File: config.mk
export PLATFORM = sky130hd
export DESIGN_NAME = plot_request_arbiter
export DESIGN_NICKNAME = d
export VERILOG_FILES = /design/src/rtl/plot_request_arbiter.sv
export SDC_FILE = /design/constraint.sdc
export NUM_CORES = 1
export LEC_CHECK = 0
export CAP_MARGIN = 15
export CORE_MARGIN = 4
export CORE_UTILIZATION = 36
export CTS_CLUSTER_SIZE = 16
export DETAILED_ROUTE_END_ITERATION = 8
export HOLD_SLACK_MARGIN = 0.02
export PLACE_DENSITY = 0.77
export SYNTH_ARGS = -nofsm -noshare
export SYNTH_HDL_FRONTEND = slang
export SYNTH_SLANG_ARGS = --single-unit
File: constraint.sdc
create_clock -name clk -period 2.07 [get_ports clk]
set_input_delay 0.3105 -clock clk [delete_from_list [all_inputs] [get_ports clk]]
set_output_delay 0.3105 -clock clk [all_outputs]
set_load 0.01 [all_outputs]
File: src/rtl/plot_request_arbiter.sv
// Round-robin arbiter that shares one VGA plotter among NUM_REQ drawing requesters.
// A command is latched on grant, issued for one cycle, then held until plot_done or a watchdog timeout.
module plot_request_arbiter #(
    parameter int          NUM_REQ        = 4,
    parameter int          TIMEOUT_CYCLES = 50000,
    parameter logic [2:0]  NO_OBJ         = 3'b011,
    localparam int         IDW            = (NUM_REQ > 1) ? $clog2(NUM_REQ) : 1,
    localparam int         CW             = $clog2(TIMEOUT_CYCLES + 1)
) (
    input  logic                 clk,
    input  logic                 reset,
    input  logic [NUM_REQ-1:0]   req,
    input  logic [8*NUM_REQ-1:0] req_newX,
    input  logic [7*NUM_REQ-1:0] req_newY,
    input  logic [8*NUM_REQ-1:0] req_oldX,
    input  logic [7*NUM_REQ-1:0] req_oldY,
    input  logic [8*NUM_REQ-1:0] req_sizeX,
    input  logic [7*NUM_REQ-1:0] req_sizeY,
    input  logic [3*NUM_REQ-1:0] req_object,
    input  logic                 plot_done,
    output logic [NUM_REQ-1:0]   ack,
    output logic [7:0]           newX,
    output logic [6:0]           newY,
    output logic [7:0]           oldX,
    output logic [6:0]           oldY,
    output logic [7:0]           sizeX,
    output logic [6:0]           sizeY,
    output logic [2:0]           object,
    output logic                 startPlot,
    output logic                 busy,
    output logic [IDW-1:0]       grant_id,
    output logic                 timeout_err
);

    typedef enum logic [1:0] {
        S_IDLE,
        S_ISSUE,
        S_WAIT
    } state_t;

    state_t         state_q, state_d;
    logic [7:0]     newX_q, newX_d;
    logic [6:0]     newY_q, newY_d;
    logic [7:0]     oldX_q, oldX_d;
    logic [6:0]     oldY_q, oldY_d;
    logic [7:0]     sizeX_q, sizeX_d;
    logic [6:0]     sizeY_q, sizeY_d;
    logic [2:0]     object_q, object_d;
    logic [IDW-1:0] grantId_q, grantId_d;
    logic [IDW-1:0] ptr_q, ptr_d;
    logic [CW-1:0]  cnt_q, cnt_d;
    logic [CW-1:0]  cntNext;
    logic           timeoutErr_q, timeoutErr_d;
    logic           pickValid;
    logic [IDW-1:0] pickIdx;

    function automatic logic [IDW-1:0] rrIndex(input logic [IDW-1:0] base, input int k);
        return IDW'((int'(base) + k) % NUM_REQ);
    endfunction

    // Scanning from the farthest candidate down lets the nearest requester after ptr win.
    always_comb begin
        pickValid = 1'b0;
        pickIdx   = '0;
        for (int k = NUM_REQ; k >= 1; k--) begin
            if (req[rrIndex(ptr_q, k)]) begin
                pickValid = 1'b1;
                pickIdx   = rrIndex(ptr_q, k);
            end
        end
    end

    assign cntNext = cnt_q + CW'(1);

    always_comb begin
        state_d      = state_q;
        newX_d       = newX_q;
        newY_d       = newY_q;
        oldX_d       = oldX_q;
        oldY_d       = oldY_q;
        sizeX_d      = sizeX_q;
        sizeY_d      = sizeY_q;
        object_d     = object_q;
        grantId_d    = grantId_q;
        ptr_d        = ptr_q;
        cnt_d        = cnt_q;
        timeoutErr_d = timeoutErr_q;
        case (state_q)
            S_IDLE: begin
                if (pickValid) begin
                    newX_d    = req_newX[8*pickIdx +: 8];
                    newY_d    = req_newY[7*pickIdx +: 7];
                    oldX_d    = req_oldX[8*pickIdx +: 8];
                    oldY_d    = req_oldY[7*pickIdx +: 7];
                    sizeX_d   = req_sizeX[8*pickIdx +: 8];
                    sizeY_d   = req_sizeY[7*pickIdx +: 7];
                    object_d  = req_object[3*pickIdx +: 3];
                    grantId_d = pickIdx;
                    ptr_d     = pickIdx;
                    state_d   = S_ISSUE;
                end
            end
            S_ISSUE: begin
                cnt_d   = '0;
                state_d = S_WAIT;
            end
            S_WAIT: begin
                cnt_d = cntNext;
                // A plot_done coinciding with the timeout wins and leaves the error flag alone.
                if (plot_done) begin
                    state_d = S_IDLE;
                end else if (cntNext == CW'(TIMEOUT_CYCLES)) begin
                    state_d      = S_IDLE;
                    timeoutErr_d = 1'b1;
                end
            end
            default: state_d = S_IDLE;
        endcase
    end

    always_ff @(posedge clk) begin
        if (reset) begin
            state_q      <= S_IDLE;
            newX_q       <= '0;
            newY_q       <= '0;
            oldX_q       <= '0;
            oldY_q       <= '0;
            sizeX_q      <= '0;
            sizeY_q      <= '0;
            object_q     <= NO_OBJ;
            grantId_q    <= '0;
            ptr_q        <= IDW'(NUM_REQ - 1);
            cnt_q        <= '0;
            timeoutErr_q <= 1'b0;
        end else begin
            state_q      <= state_d;
            newX_q       <= newX_d;
            newY_q       <= newY_d;
            oldX_q       <= oldX_d;
            oldY_q       <= oldY_d;
            sizeX_q      <= sizeX_d;
            sizeY_q      <= sizeY_d;
            object_q     <= object_d;
            grantId_q    <= grantId_d;
            ptr_q        <= ptr_d;
            cnt_q        <= cnt_d;
            timeoutErr_q <= timeoutErr_d;
        end
    end

    always_comb begin
        ack = '0;
        if (state_q == S_ISSUE) begin
            ack[grantId_q] = 1'b1;
        end
    end

    assign startPlot   = (state_q == S_ISSUE);
    assign busy        = (state_q != S_IDLE);
    assign newX        = newX_q;
    assign newY        = newY_q;
    assign oldX        = oldX_q;
    assign oldY        = oldY_q;
    assign sizeX       = sizeX_q;
    assign sizeY       = sizeY_q;
    assign object      = object_q;
    assign grant_id    = grantId_q;
    assign timeout_err = timeoutErr_q;

endmodule

==> Word-level counts from Yosys, hierarchy flattened <==
Index checks and enable logic that the tools add are counted.
Widths: inputs -> output; s select.
{ "word_totals": {"input_bits": 199, "output_inout_bits": 57, "ff_bits": 71} }
{ "classes": {"mul": 2, "reduce_logical": 7, "order_cmp": 6, "add_sub_neg": 5, "bitwise_logic": 1, "muxes": 24, "n_shift": 7, "eq_ne": 5} }
{ "ops": {"columns": ["operator", "count"], "rows": [
  ["$shiftx 32x6->8", 3],
  ["$shiftx 28x6->7", 3],
  ["$pmux 16 s2", 1],
  ["$add 16x1->16 const B", 1],
  ["$eq 16x16->1 const B", 1],
  ["$lt 2x3->1 const B", 5],
  ["$mux 2", 7],
  ["$shiftx 12x5->3", 1],
  ["$mux 1", 9],
  ["$bmux 1 s2", 4],
  ["$pmux 2 s3", 1],
  ["$mul 3x2->5 const A", 1],
  ["$add 2x1->2 const B", 2],
  ["$add 2x2->2 const B", 2],
  ["$mul 2x2->4 const A", 1],
  ["$mux 4", 1],
  ["$reduce_and 2->1", 2],
  ["$reduce_bool 2->1", 2],
  ["$ne 3x3->1 const B", 1],
  ["$reduce_and 3->1", 1],
  ["$demux 1 s2", 1],
  ["$eq 2x1->1 const B", 1],
  ["$eq 2x2->1 const B", 1],
  ["$ge 2x1->1 const B", 1],
  ["other kinds (4)", 4]
]} }

==> Longest topological paths before layout <==
Gate-level depths: netlist of run 1.
{ "depth": {"depth_word": 9, "ltp_mapped": 9, "ltp_nobuf": 7} }

==> Worst setup path after synthesis of run 1 <==
Ideal clock, no wire load.
{ "synth_timing": {"path_kind": "reg-to-reg", "start": "register cnt_q[0]", "end": "register state_q[1]", "required_ns": 1.991, "path_slack_ns": -0.068, "synth_period_minus_slack_ns": 2.138, "path_stages_with_launch": 10, "arrival_ns": 2.058, "setup_time_ns": 0.079, "n_path_buf": 2, "path_cell_list": "dfxtp_1 > ha_1 > clkbuf_1 > and3_1 > clkbuf_1 > a32o_1 > a32oi_1 > a2111oi_4 > a211oi_1 > a211oi_2"} }
{ "synth_between": {"elab_chain_len": 4} }
{ "synth_lines": {"columns": ["item", "line", "text"], "rows": [
  ["from (decl)", "51", "logic [CW-1:0] cnt_q, cnt_d;"],
  ["from (signal assigned)", "146", "cnt_q <= cnt_d;"],
  ["$add 16x1->16", "73", "assign cntNext = cnt_q + CW'(1);"],
  ["$eq 16x16->1", "112", "end else if (cntNext == CW'(TIMEOUT_CYCLES)) begin"],
  ["$ne 3x3->1 (no source line)", null, null],
  ["$reduce_and 2->1 (no source line)", null, null],
  ["to (signal assigned)", "136", "state_q <= state_d;"],
  ["to (decl)", "41", "state_t state_q, state_d;"]
]} }
No other way between the ends.
A chain may end at the register's enable or synchronous reset.

==> Worst setup path after layout of run 1 <==
{ "layout_timing": {"start": "register state_q[1]", "end": "output port ack[2]"} }
{ "layout_between": {"elab_chain_len": 2} }
{ "layout_lines": {"columns": ["item", "line", "text"], "rows": [
  ["$eq 2x1->1", "153", "if (state_q == S_ISSUE) begin"],
  ["$mux 4", "153", null],
  ["to (decl)", "21", "output logic [NUM_REQ-1:0] ack,"]
]} }
No other way between the ends.

==> metrics.md, run 1 <==
| Metric | Value |
|---|---|
| GPL Wtd Cong | `0.907` |
| Clock root cell | `clkbuf_16` |
| Hold buffers post-CTS | `0` |
| Post-synthesis cell count | `between 700 and 800` |
| CTS max path bufs | `2` |
| Crit path cell chain | `inv_1, ha_4, and3b_1, clkdlybuf4s50_1` |
| Final setup vio count | `0` |
| WL final | `between 15 and 20 mm` |
| Pre-Repair DR Iteration Count | `5` |
| Slew headroom | `0.523` |
| DRC Markers | `0` |
| Final worst slack | `106 ps` |
| Area Growth Syn to Fin | `75.7%` |
| TritonCTS clock tree | `yes` |
| Share of cells above drive strength 1 | `0.107` |
| Detailed Route Iter0 Violations | `approximately 260` |
| Final Hold Vio Count | `0` |
| Mapped cell area | `around 0.0046 sq mm` |
| Clk_skew | `5.36 ps` |
| Clock transition at path regs | `60 ps` |
| CP max stage cell | `clkdlybuf4s50_1` |
| Sink Count | `71` |
| Arrival @ worst endpoint | `~1700 ps` |
| Worst path required time | `~1800 ps` |
| Die span in y | `121 microns` |
| Critical path's largest stage delay | `530 ps` |
| Core Footprint | `0.0126 sq mm` |
| Distinct cells, synth | `55` |
| Min Tclk post-route | `a little under 2000 ps` |
| P_leak | `3.32 nW` |
| Via count | `6,058` |
| Register bit total from synthesis | `71` |
| Vias in the first global route | `5,809` |
| Crit share post-route | `0.949` |
| Initial antenna violation count | `1` |
| Total chip power | `5.82 mW` |
| DP Area | `0.00773 sq mm` |
| Top FF cell, synth | `dfxtp_1` |
| Port bufs | `255` |
| Die ar. | `between 0.01 and 0.015 sq mm` |
| Critical path peak fanout | `7` |
| Cts bufs inserted | `9` |
| Clock Latency Late Sink | `~330 ps` |
| # H-tree levels | `3` |
| Initial Util | `0.367` |
| Detail Route Antenna Nets | `0` |
| Die width | `121 microns` |
| Post-DP HPWL | `14.4 mm` |
| Number of synthesized flops with an enable pin | `0` |
| Max Fclk | `0.509 GHz` |
| Max Cap Violations | `0` |
| Avg WL per Cell | `16.1 microns` |
| P per Cell Area | `715 mW/mm^2` |
| I/O Pins | `256` |
| Yosys warns | `0` |
| Largest net degree at the start of global routing | `58` |
| Most frequent cells in the layout | `nand2_1, clkdlybuf4s50_1, nand3_1` |
| Seq/Total Area, Yosys | `0.307` |
| Crit path capture type | `primary output` |
| Tightest Pin Transition | `714 ps` |
| Post-DR vias/cell | `5.12` |
| GRT Util Overall | `0.253` |
| Peak VDD IR | `0.000407 V` |
| Post-Place Cells | `1,165` |
| RSZ-0062 raised after global routing | `false` |
| Design area | `0.00814 sq mm` |
| Syn nets | `948` |
| Commonest non-fill, non-tap cell in the layout | `nand2_1` |
| Final net count | `~1,200` |
| Worst Hold Class | `flop to flop` |
| Crit start category | `flop` |
| Fin. max-slew vios | `0` |
| First-pass GRT wire length | `29.5 mm` |
| Async SR Flop Fraction | `0` |
| Final std cells w/o fill | `1,184` |
| Worst slack, placed | `-434 ps` |
| Syn Area/Cell | `6.23 sq um` |
| # rows | `41` |
| WS Path Type | `flop to primary output` |
| Status | `completed` |
| Grt ovf | `0` |
[timing repair]
item                       in CTS  in global routing
buffers inserted                0                  1
gates cloned                    1                  0
setup endpoints to repair      51                 58
pin swaps                       1                  4
resized for setup               6                 21
[worst max-delay path: cells and delay by family (launching register included)]
kind / cells / cell delay [ps]
fa+ha+maj: 1 / 170
buf+inv: 2 / 650
flops: 1 / 350
simple gates: 1 / 150
[logic make-up after synthesis]
logic type | synth area share
buf+inv | 0.0589
mux | 0.00675
simple gates | 0.491
compound gates | 0.119
flops | 0.307
xor+xnor | 0.00378
fa+ha+maj | 0.0135
[worst paths after layout]
path	slack, ps	from	cells after the start	to
min	450	oldY[4]	2	oldY[4]
max	110	state_q[1]	4	ack[2]
min reg2reg	450	oldY[4]	2	oldY[4]
max reg2reg	180	cnt_q[0]	8	state_q[0]
[per-layer routing]
layer | vias to the layer above | part of all wire | GRT usage | routed length (microns)
li1 | 3042 | - | - | -
met1 | 2746 | 0.40 | 0.295 | 7570
met2 | 218 | 0.49 | 0.427 | 9320
met3 | 52 | 0.075 | 0.0723 | 1430
met4 | 0 | 0.040 | 0.116 | 758
met5 | - | 0 | 0 | 0
[where the power goes]
| part | total, mW | internal (mW) | switching, mW |
|---|---|---|---|
| registers | 1.67 | 1.56 | 0.112 |
| clock network | 1.54 | 0.960 | 0.583 |
| logic | 2.60 | 1.31 | 1.29 |
[cells in the mapped netlist, types with 2 or more instances]
cell type    n  area share
buf_2       10       0.011
nor2_1      33       0.027
a22oi_1      2      0.0032
buf_1        3      0.0024
nor3b_1      3      0.0049
inv_1        6      0.0049
nor3_1      11       0.012
clkbuf_1    47       0.038
nor4_1       2      0.0027
xnor2_1      2      0.0038
ha_1         5       0.014
or4_2        2      0.0038
and3b_1      2      0.0038
a21oi_1     64       0.069
nand3_1    151        0.16
o21ai_0     10       0.011
a32oi_1      2      0.0038
nand2_1    268        0.22
nand2b_1     7      0.0095
dfxtp_1     71        0.31
and3_1       6      0.0081
mux2i_1      2      0.0043
nand4_1      3      0.0041
[flip-flops by register name (all words and copies together), names as in the netlist]
name and cells:
ptr_q 2, timeout_err 1, object 3, newY 7, state_q 2, grant_id 2
oldX 8, oldY 7, sizeY 7, sizeX 8, cnt_q 16, newX 8
[stage by stage]
stage	setup TNS, ps	utilization	hold slack [ps]
6_report	0	0.645	452
5_1_grt	0	0.645	465
4_1_cts	-18.0	0.637	453
3_5_place_dp	-20420	0.613	446
3_3_place_gp	-17750	0.613	442
2_1_floorplan	0	-	481
[layout make-up]
type                            count  area [sq um]
Multi-Input combinational cell    606          3060
Antenna cell                        1          2.50
Sequential cell                    71          1430
Timing Repair Buffer              312          3130
Clock inverter                      4          45.0
Inverter                            6          22.5
Fill cell                        1142          4480
Clock buffer                       12           246
Tap cell                          172           215
Note: power is estimated with default switching activity, not from simulation.
==> run 2: changes to the inputs <==
Settings changed: CORE_UTILIZATION 36 to 43, PLACE_DENSITY 0.77 to 0.86, TNS_END_PERCENT set to 30.
Clock period 2.07 ns to 2.4 ns, I/O delays scaled along.
==> run 2 against run 1 <==
Clock-buffer cell count decreased by 2. Cell count decreased by 5.8%. Sequential power down 13%. Design area is 6.0% lower. Total power fell by 21%. Setup slack gained 87 ps.
==> metrics.md, run 2 (same netlist as run 1, synthesis figures left out) <==
| Metric | Value |
|---|---|
| Status | `completed` |
| Vias in the first global route | `roughly 5,600` |
| RSZ-0062 raised after global routing | `false` |
| Multi-input logic area | `0.00297 sq mm` |
| Clk_skew | `approximately 12 ps` |
| Hold buffers post-CTS | `0` |
| CTS max path bufs | `2` |
| Final Hold Vio Count | `0` |
| Post-CTS sizing | `0` |
| Comb power frac | `0.455` |
| Avg WL per Cell | `16.4 microns` |
| Commonest non-fill, non-tap cell in the layout | `nand2_1` |
| Critical path peak fanout | `4` |
| Area Growth Syn to Fin | `65.2%` |
| Part of the power in registers | `0.314` |
| Hold Startpoint | `sizeY[1]` |
| Sw Share | `0.355` |
| Top reg by flops | `cnt_q` |
| # fillers | `858` |
| Register area | `0.00142 sq mm` |
| Clock Latency Late Sink | `between 300 and 400 ps` |
| Most frequent cells in the layout | `nand2_1, clkdlybuf4s50_1, nand3_1` |
| Die span in y | `112 microns` |
| DRC Markers | `0` |
| P_leak | `a little over 3 nW` |
| Cts bufs inserted | `9` |
| Via count | `5,992` |
| Peak VDD IR | `0.000388 V` |
| Max reg flops | `16` |
| First-pass GRT wire length | `28.4 mm` |
| WS Path Type | `flop to primary output` |
| Setup bufs post-CTS | `0` |
| Die ar. | `0.0125 sq mm` |
| DP Area | `0.00743 sq mm` |
| Hold Crit Endpoint | `sizeY[1]` |
| P per Cell Area | `603 mW/mm^2` |
| Design area | `0.00765 sq mm` |
| Detail Route Antenna Nets | `0` |
| Worst Hold Class | `flop to flop` |
| GPL Wtd Cong | `0.937` |
| Total chip power | `4.61 mW` |
| WL final | `18.2 mm` |
| # rows | `37` |
| Clock root cell | `clkbuf_8` |
| Port bufs | `255` |
| Psw | `1.64 mW` |
| Clock transition at path regs | `90 ps` |
| Clk pwr share | `0.232` |
| Post-DR vias/cell | `about 5.4` |
| R2r endpoint | `state_q[1]` |
| Grt ovf | `0` |
| Hold Path Stages | `2` |
| Fin util | `0.735` |
| Largest net degree at the start of global routing | `52` |
| Die width | `112 microns` |
| Met3 usage | `0.0864` |
| Busiest grt layer | `met2` |
| Pre-Repair DR Iteration Count | `5` |
| Final setup vio count | `0` |
| Setup TNS | `0 ps` |
| Max Cap Violations | `0` |
| Final net count | `approximately 1,200` |
| # H-tree levels | `3` |
| Max Fclk | `0.453 GHz` |
| Internal | `2.98 mW` |
| Core Footprint | `0.0104 sq mm` |
| Tightest Pin Transition | `roughly 730 ps` |
| I/O Pins | `256` |
| Sink Count | `between 70 and 80` |
| Reg2reg setup slack | `210 ps` |
| TritonCTS clock tree | `yes` |
| Initial Util | `0.445` |
| Crit start category | `flop` |
| Crit share post-route | `0.919` |
| Post-DP HPWL | `13.8 mm` |
| Crit path capture type | `primary output` |
| GRT met2 Usage | `0.490` |
| Met1 global-route usage | `0.326` |
| Fin. max-slew vios | `0` |
| GRT Util Overall | `0.278` |
| Worst Reg-to-Reg Cells | `7` |
| Arrival @ worst endpoint | `1850 ps` |
| Min Tclk post-route | `2210 ps` |
| Slew headroom | `0.516` |
| Initial antenna violation count | `1` |
| Worst path required time | `2040 ps` |
| WHS | `457 ps` |
| Detailed Route Iter0 Violations | `385` |
| Share of cells above drive strength 1 | `0.0624` |
| R2r startpoint | `cnt_q[0]` |
[run 2: worst max path at each step]
stage | endpoint | startpoint | cells past startpoint
floorplan | state_q[1] | cnt_q[0] | 9
global placement | state_q[1] | req[1] | 8
detailed placement | state_q[1] | req[1] | 8
CTS | busy | state_q[1] | 4
global route | ack[0] | state_q[1] | 4
finish | busy | state_q[1] | 4
[run 2: layout make-up]
| class | count | share of cell area |
|---|---|---|
| clock buffer | 10 | 0.0167 |
| inverter | 6 | 0.00294 |
| multi-input combinational | 605 | 0.388 |
| timing repair buffer | 280 | 0.372 |
| antenna | 1 | 0.000327 |
| sequential | 71 | 0.186 |
| clock inverter | 6 | 0.0123 |
| tap | 136 | 0.0222 |
[run 2: routing by layer]
| layer | share of wire | vias up |
|---|---|---|
| li1 | - | 2972 |
| met1 | 0.39 | 2754 |
| met2 | 0.51 | 234 |
| met3 | 0.082 | 32 |
| met4 | 0.024 | 0 |
| met5 | 0 | - |
[run 2: power groups by stage]
| stage | combinational, mW | clock (mW) | sequential (mW) |
|---|---|---|---|
| after global placement | 2.07 | 0 | 1.46 |
| after global routing | 2.29 | 1.13 | 1.47 |
| after detailed placement | 2.09 | 0 | 1.47 |
| after floorplan | 0.967 | 0 | 1.53 |
| after CTS | 2.10 | 1.09 | 1.45 |
| final | 2.10 | 1.07 | 1.45 |
[run 2: through the flow]
step / std cells / setup WS [ps]
2_1_floorplan: 744 / 262
3_3_place_gp: 1098 / -20.9
3_5_place_dp: 1098 / -60.4
4_1_cts: 1114 / 185
5_1_grt: 1115 / 53.3
6_report: 1115 / 194
[run 2: critical path, stage by stage (launching register included)]
cell             delay (ps)
dfxtp_1                 410
inv_1                    90
ha_1                    260
inv_1                   150
clkdlybuf4s50_1         580
==> RTL change: new RTL, flow settings as in run 1 <==
Re-encode `state_t` (3 states) as one-hot, 3 bits wide.
--- a/src/rtl/plot_request_arbiter.sv
+++ b/src/rtl/plot_request_arbiter.sv
@@ -34,6 +34,6 @@
 
-    typedef enum logic [1:0] {
-        S_IDLE,
-        S_ISSUE,
-        S_WAIT
+    typedef enum logic [2:0] {
+        S_IDLE  = 3'b001,
+        S_ISSUE = 3'b010,
+        S_WAIT  = 3'b100
     } state_t;
Check against the original RTL: same outputs for any inputs over 4 cycles, from zero or initial values and one cycle with reset high; so few cycles prove little.
==> RTL change against run 1 <==
Worst setup slack about the same. Non-clock buffer count decreased by 19. Final area decreased by 1.1%. Synthesized area increased by 4.5%. Sequential cell count increased by 1. Cell count decreased by 14%. Global-route usage decreased by 0.61 points. Count of clock-buffer cells in the layout increased by 1. Wire length increased by 2.4%. Total power increased by 1.7%. Die area increased by 4.2%. Critical path type is now input pin to flip-flop. Largest cell class is now multi-input gates. Largest power group unchanged.
==> RTL change: results (changes against run 1) <==
.. list-table::
   :header-rows: 1

   * - Metric
     - Value
   * - Status
     - finished clean
   * - Total Routing Usage GR
     - 24.7% (-0.61 points)
   * - Antenna violations before repair
     - 2 (+1)
   * - Worst-case headroom to the max-slew limit
     - 46.6% (-5.7 points)
   * - Worst reg2reg path depth
     - 7 (-1)
   * - Length of routed met2 wiring
     - 9.77 mm (+4.9%)
   * - Share of post-route cells with drive strength above 1
     - 9.33% (-1.4 points)
   * - Path type of the worst min-delay path
     - input pin to flip-flop
   * - Commonest cells post-synth
     - sky130_fd_sc_hd__a211oi_1, sky130_fd_sc_hd__and3_1, sky130_fd_sc_hd__dfxtp_1, sky130_fd_sc_hd__o31ai_1, sky130_fd_sc_hd__nand3b_1
   * - Routed metal-1 wirelength
     - 7.85 mm (+3.8%)
   * - Slack of the worst reg-to-reg path
     - 0.16 ns (-0.02 ns)
   * - Worst Hold Endpoint
     - grant_id[1]$_SDFFE_PP0P_
   * - Worst reg2reg path endpoint
     - cnt_q[12]$_SDFFE_PP0P_
   * - Signal arrival time at the worst endpoint
     - 2.17 ns (+0.52 ns)
   * - Largest net degree at the start of global routing
     - 65 (+12%)
   * - Highest layer used for signal routing
     - met5
   * - Total Nets Final
     - 1,032 (-15%)
   * - Pre-CTS worst setup slack
     - -0.255 ns (+0.179 ns)
   * - Startpoint of the tightest hold check path
     - reset
   * - Syn nets
     - 797 (-16%)
   * - Area post-placement
     - 0.00773 mm² (about the same)
   * - Worst clock skew
     - 0.00553 ns (+0.000175 ns)
   * - Delay contributed by the slowest stage of the critical path
     - 0.59 ns (+0.06 ns)
   * - Non-filler instance count after layout
     - 1,013 (-14%)
   * - Post-detailed-route via-to-cell ratio
     - 5.79 (+13%)
   * - Leak pwr
     - 0.00313 µW (-5.5%)
   * - First-pass GRT wire length
     - 29.9 mm (+1.3%)
## RTL change: cells by family after synthesis
group                      synth area share, %
buffers and inverters                     7.45
muxes                                    0.207
xor gates and xnor gates                  1.27
adders and majority gates                0.517
DFF                                       29.8
AOI/OAI and AO/OA                         29.9
and+or+nand+nor                           30.9
## RTL change: area by class of cell
cell class	count	area, µm²
Multi-Input combinational cell	447	3080
Clock inverter	3	40.0
Antenna cell	1	2.50
Sequential cell	72	1450
Fill cell	1137	5140
Timing Repair Buffer	293	2980
Inverter	8	30.0
Tap cell	176	220
Clock buffer	13	260
## RTL change: power groups by stage
stage	combinational (µW)	sequential, µW	clock (µW)
2_1_floorplan	1110	1870	0
3_3_place_gp	2520	1790	0
3_5_place_dp	2550	1800	0
4_1_cts	2560	1780	1600
5_1_grt	2750	1800	1690
6_report	2570	1780	1570
## RTL change: per-layer routing
layer,track usage (%),vias up
met2,41.7,269
met1,31.0,2776
li1,-,2781
met4,8.21,2
met3,5.63,38
met5,0,-
